### config.mk
export PLATFORM = sky130hd
export DESIGN_NAME = s3g_tx
export DESIGN_NICKNAME = d
export VERILOG_FILES = /design/src/rtl/s3g_tx.sv
export SDC_FILE = /design/constraint.sdc
export NUM_CORES = 2
export LEC_CHECK = 0
export BUFFER_PORTS_ARGS = -buffer_cell sky130_fd_sc_hd__buf_2
export CAP_MARGIN = 25
export CORE_UTILIZATION = 29
export CTS_CLUSTER_SIZE = 14
export DETAILED_ROUTE_END_ITERATION = 8
export GPL_ROUTABILITY_DRIVEN = 1
export PLACE_DENSITY_LB_ADDON = 0.1
export SETUP_SLACK_MARGIN = 0.2
export SLEW_MARGIN = 20
export SYNTH_ARGS = -nofsm -noshare
export SYNTH_HDL_FRONTEND = slang
export SYNTH_SLANG_ARGS = --single-unit
### constraint.sdc
create_clock -name clk_i -period 2.6 [get_ports clk_i]
set_input_delay 0.52 -clock clk_i [delete_from_list [all_inputs] [get_ports clk_i]]
set_output_delay 0.52 -clock clk_i [all_outputs]
set_load 0.03 [all_outputs]
### src/rtl/s3g_tx.sv
// S3G packet transmitter.
// Frames the payload held in a 256x8 buffer as SYNC, LEN, payload[0..LEN-1], CRC8 and hands
// each byte to a byte-level UART through a send/ready handshake.
// Optional feature macro: S3G_TX_DUALPORT_EN. When defined, port_sel_i steers the packet to
// UART 2. When undefined, every packet goes to UART 1 and the UART 2 outputs stay at zero.
module s3g_tx #(
  parameter logic [7:0] SyncByte = 8'hD5
) (
  input  logic       clk_i,
  input  logic       rst_i,
  input  logic       wr_en_i,
  input  logic [7:0] wr_addr_i,
  input  logic [7:0] wr_data_i,
  input  logic       start_i,
  input  logic [7:0] payload_len_i,
  input  logic       port_sel_i,
  output logic       busy_o,
  output logic       packet_sent_o,
  output logic [7:0] tx1_data_o,
  output logic       tx1_send_o,
  input  logic       tx1_ready_i,
  output logic [7:0] tx2_data_o,
  output logic       tx2_send_o,
  input  logic       tx2_ready_i
);

  typedef enum logic [3:0] {
    StIdle,
    StSync,
    StSyncGap,
    StLen,
    StFetch,
    StData,
    StCrcGap,
    StCrc,
    StDone
  } state_e;

  state_e     state_q, state_d;
  logic [7:0] tx_data_q, tx_data_d;
  logic [7:0] crc_q, crc_d;
  logic [7:0] cnt_q, cnt_d;
  logic [7:0] rd_addr_q, rd_addr_d;
  logic [7:0] len_q, len_d;
  logic       port_q, port_d;
  logic [7:0] mem_q [256];

  logic       ready_sel;
  logic       send_state;
  logic       send;

  // Dallas/Maxim CRC-8 (reflected poly 8Ch), one data byte per call.
  function automatic logic [7:0] crc8_next(input logic [7:0] data, input logic [7:0] crc);
    logic [7:0] c;
    c = crc ^ data;
    for (int i = 0; i < 8; i++) begin
      c = c[0] ? ((c >> 1) ^ 8'h8C) : (c >> 1);
    end
    return c;
  endfunction

  // Ready of whichever UART the current packet is bound to.
`ifdef S3G_TX_DUALPORT_EN
  always_comb begin
    ready_sel = port_q ? tx2_ready_i : tx1_ready_i;
  end
`else
  logic unused_dualport;
  assign unused_dualport = tx2_ready_i ^ port_sel_i;

  always_comb begin
    ready_sel = tx1_ready_i;
  end
`endif

  // Payload buffer: writable only while no packet is in flight; never cleared by reset.
  always_ff @(posedge clk_i) begin
    if (wr_en_i && !busy_o) begin
      mem_q[wr_addr_i] <= wr_data_i;
    end
  end

  // FSM state register.
  always_ff @(posedge clk_i or posedge rst_i) begin
    if (rst_i) begin
      state_q <= StIdle;
    end else begin
      state_q <= state_d;
    end
  end

  // FSM next state; every send state waits for ready, gap states follow a send that is not
  // already followed by a FETCH.
  always_comb begin
    state_d = state_q;
    unique case (state_q)
      StIdle:    if (start_i) state_d = StSync;
      StSync:    if (ready_sel) state_d = StSyncGap;
      StSyncGap: state_d = StLen;
      StLen: begin
        if (ready_sel) state_d = (len_q == 8'd0) ? StCrcGap : StFetch;
      end
      StFetch:   state_d = StData;
      StData: begin
        if (ready_sel) state_d = (cnt_q == 8'd1) ? StCrcGap : StFetch;
      end
      StCrcGap:  state_d = StCrc;
      StCrc:     if (ready_sel) state_d = StDone;
      StDone:    state_d = StIdle;
      default:   state_d = StIdle;
    endcase
  end

  // Datapath next state: the byte for each send state is loaded on entry so it is a register
  // output by the time the strobe can fire.
  always_comb begin
    tx_data_d = tx_data_q;
    crc_d     = crc_q;
    cnt_d     = cnt_q;
    rd_addr_d = rd_addr_q;
    len_d     = len_q;
    port_d    = port_q;
    unique case (state_q)
      StIdle: begin
        if (start_i) begin
          len_d     = payload_len_i;
          cnt_d     = payload_len_i;
          crc_d     = 8'd0;
          rd_addr_d = 8'd0;
          tx_data_d = SyncByte;
`ifdef S3G_TX_DUALPORT_EN
          port_d    = port_sel_i;
`else
          port_d    = 1'b0;
`endif
        end
      end
      StSyncGap: tx_data_d = len_q;
      StFetch:   tx_data_d = mem_q[rd_addr_q];
      StData: begin
        if (ready_sel) begin
          crc_d     = crc8_next(tx_data_q, crc_q);
          rd_addr_d = rd_addr_q + 8'd1;
          cnt_d     = cnt_q - 8'd1;
        end
      end
      StCrcGap:  tx_data_d = crc_q;
      default: ;
    endcase
  end

  // Datapath registers.
  always_ff @(posedge clk_i or posedge rst_i) begin
    if (rst_i) begin
      tx_data_q <= 8'd0;
      crc_q     <= 8'd0;
      cnt_q     <= 8'd0;
      rd_addr_q <= 8'd0;
      len_q     <= 8'd0;
      port_q    <= 1'b0;
    end else begin
      tx_data_q <= tx_data_d;
      crc_q     <= crc_d;
      cnt_q     <= cnt_d;
      rd_addr_q <= rd_addr_d;
      len_q     <= len_d;
      port_q    <= port_d;
    end
  end

  // FSM outputs; the strobe is gated by the live ready so it can only fire when accepted.
  always_comb begin
    send_state    = (state_q == StSync) || (state_q == StLen) ||
                    (state_q == StData) || (state_q == StCrc);
    send          = send_state && ready_sel;
    busy_o        = (state_q != StIdle);
    packet_sent_o = (state_q == StDone);
`ifdef S3G_TX_DUALPORT_EN
    tx1_send_o    = send && !port_q;
    tx2_send_o    = send && port_q;
    tx1_data_o    = port_q ? 8'd0 : tx_data_q;
    tx2_data_o    = port_q ? tx_data_q : 8'd0;
`else
    tx1_send_o    = send;
    tx2_send_o    = 1'b0;
    tx1_data_o    = tx_data_q;
    tx2_data_o    = 8'd0;
`endif
  end

endmodule
==> results.cfg <==
[clock_network]
cts_max_level = 4
tritoncts = built
cts_max_path_buffers = 4
numCtsBuffers = 237
cts_num_sinks = 2092
clockRootBuffer = clkbuf_16
clk_transition_reported_paths_ns = 0.06
clk_latency_ns = 0.88

[sta]
finalCritPeriodShare = 1.18
setup_violations = 8
hold_violations = 0
max_slew_margin = 0.201
slew_violations = 0
tightest_slew_ns = 1.20
clock_skew_ns = 0.0668
tns_ns = -3.23
period_needed_ns = 3.07
fin_ws_ns = -0.475
rsz0062_at_grt = yes
clock.fmax_mhz = 325

[worst_setup_path]
crit_fanout = 6
reg2regPathDepth = 11
worstSetupPathType = flop to flop
crit_slowest_cell = mux4_2
path_depth = 11
slowest_delay_ns = 0.52
path_buf_inv = 5
start_kind = flop
endpoint_kind = flop
cp_cell_sequence = buf_12, buf_16, mux4_2, mux4_2, nor2_1, buf_4, nor3_4, buf_6, nor4_4, buf_4, o32ai_2
crit_arrival_ns = 3.81
cp.required_ns = 3.33
critPathTopFamily = multiplexers

[power]
pwr-share-seq = 0.370
p_sw_mw = 30.9
intPower_mw = 71.3
p_clk_frac = 0.321
sw_frac_of_total = 0.302
vdd_ir_drop_max_mv = 0.637
combPwrFrac = 0.309
p_leak_nw = 34.4
p_per_area_mw_per_mm2 = 956

[route]
drc_errors = 0
dr_wl_met3_um = 14200
vias_per_cell = 4.93
routed.top_layer = met4
first_pass_iters = 5
ant_nets = 0
wl_met2_um = 129000
route.vias.total = 43922
totalWireLength_um = 276000
drtIter0Drc = 4076
wl_met1_um = 127000
wl_per_cell_um = 30.9

[yosys]
synth-seq-cells = 2092
ys_seq_area_frac = 0.764
yosysWarnings = 0
synthFlopType = edfxtp_1
synthArstFlopShare = 0.0210
synth_cell_types = 74
syn_inst = 3975
avgSynthCellArea_um2 = 20.6
synth_area_mm2 = 0.0819
synth_edf_count = 2048

[placement]
hpwl_um = 183000
placed_area_mm2 = 0.0953
gp_congestion = 0.799
port_buffers = 39

[grt]
grt_pass1_vias = 44732
grt-ovfl-total = 0
antenna_found_initial = 13
grt_max_degree = 74
grt_pass1_wl_um = 377000
grt_usage = 0.191

[run]
max_cap_violations = 0

[cells_and_area]
final_common_cell = edfxtp_1
most-common-layout-cells = edfxtp_1 (2048), buf_4 (597), mux4_2 (468)
area.growth.synth_to_final_pct = 30.5
drive_gt1_frac = 0.417
final_net_count = 5026
fillers = 25631
design_area_mm2 = 0.107

[hold_path]
worst_hold_path_type = input pin to flop
hold-path-cell-count = 1

[die]
die_y_um = 534
core_area_mm2 = 0.280
ios = 51
die_w_um = 534
dieArea_mm2 = 0.285
initial_core_util = 0.293
num_rows = 194

[run_status]
outcome = complete, but fails checks
violations = negative setup slack
final timing paths:
kind,startpoint,to,slack (ns)
hold / removal,wr_data_i[3],mem_q[28][3]$_DFFE_PP_,0.07
min in group asynchronous,rst_i,state_q[1]$_DFFE_PP0P_,0.25
max in group asynchronous,rst_i,rd_addr_q[0]$_DFFE_PP0P_,2.09
hold reg to reg,cnt_q[1]$_DFFE_PP0P_,cnt_q[1]$_DFFE_PP0P_,0.51
setup / recovery,rd_addr_q[0]$_DFFE_PP0P_,tx1_data_o[2]$_DFFE_PP0P_,-0.47
setup reg to reg,rd_addr_q[0]$_DFFE_PP0P_,tx1_data_o[2]$_DFFE_PP0P_,-0.47
logic make-up (layout without fill, tap and decap cells):
logic type,Yosys count,count (layout),synth area share
simple gates,569,569,0.0296
compound gates,338,338,0.0291
flops,2092,2092,0.764
xor+xnor,26,26,0.00278
mux,690,690,0.157
other cells,1,13,0.0000458
buf+inv,256,1459,0.0173
fa+ha+maj,3,3,0.000458
state kept, by name, indices dropped and copies added (netlist names):
register and cells:
rd_addr_q 8, cnt_q 8, crc_q 8, tx1_data_o 8, mem_q 2048, len_q 8
state_q 4
cells in the mapped netlist (all sizes together), types with 7 or more instances:
| cell | instances | area, µm² |
|---|---|---|
| a21oi | 44 | 220 |
| a211oi | 10 | 75.1 |
| nor2b | 14 | 87.6 |
| mux2i | 196 | 1960 |
| mux4 | 471 | 10600 |
| o32ai | 7 | 61.3 |
| nand2 | 141 | 529 |
| a221oi | 38 | 339 |
| o22ai | 42 | 263 |
| nor4 | 11 | 75.1 |
| o211ai | 19 | 143 |
| a2bb2oi | 8 | 70.1 |
| and2 | 9 | 56.3 |
| inv | 12 | 45.1 |
| xnor2 | 21 | 184 |
| a32oi | 7 | 61.3 |
| nor3 | 15 | 75.1 |
| mux2 | 23 | 259 |
| nor2 | 302 | 1130 |
| clkbuf | 101 | 379 |
| dfrtp | 44 | 1100 |
| o2111ai | 10 | 87.6 |
| o21ai | 62 | 310 |
| a22oi | 43 | 323 |
| edfxtp | 2048 | 61500 |
| nand3 | 38 | 190 |
| buf | 143 | 995 |
power groups by stage:
stage                     logic [mW]  registers (mW)  clock network [mW]
final                           31.6            37.8                32.8
after global routing            33.2            37.8                34.8
after CTS                       31.3            37.8                33.6
after detailed placement        29.1            38.5                   0
after global placement          29.2            38.5                   0
after floorplan                 14.9            38.3                   0
repair_timing:
action	CTS	global route
setup buffers	58	43
hold buffers	11	0
gates resized for setup	194	320
hold endpoints to repair	70	0
pin swaps	50	101
endpoints found under the setup margin	262	1264
cloned	9	7
metrics by stage:
stage / instances / total power, mW / hold WS (ns) / util / setup slack [ns]
after floorplan: 3983 / 53.2 / 0.468 / - / 0.114
after global placement: 8350 / 67.7 / 0.505 / 0.340 / -1.24
after detailed placement: 8350 / 67.6 / 0.500 / 0.340 / -1.30
after CTS: 8861 / 103 / 0.00138 / 0.374 / -0.451
after global routing: 8912 / 106 / 0.0168 / 0.382 / -0.512
final: 8914 / 102 / 0.0694 / 0.382 / -0.475
area by class of cell:
type / count / area (µm²) / share of cell area
diodes: 4 / 10.0 / 0.0000936
clock buffers: 286 / 6200 / 0.0580
flip-flops and latches: 2092 / 62600 / 0.586
well taps: 3724 / 4660 / 0.0436
multi-input cells: 1635 / 20400 / 0.190
repair buffers: 1014 / 11700 / 0.109
inverters: 12 / 55.1 / 0.000515
clock inverters: 147 / 1330 / 0.0124
layer usage:
| layer | GRT usage | vias to the layer above |
|---|---|---|
| li1 | - | 18606 |
| met1 | 0.276 | 23916 |
| met2 | 0.303 | 1113 |
| met3 | 0.0313 | 287 |
| met4 | 0.0348 | 0 |
| met5 | 0 | - |
Note: power is estimated with default switching activity, not from simulation.
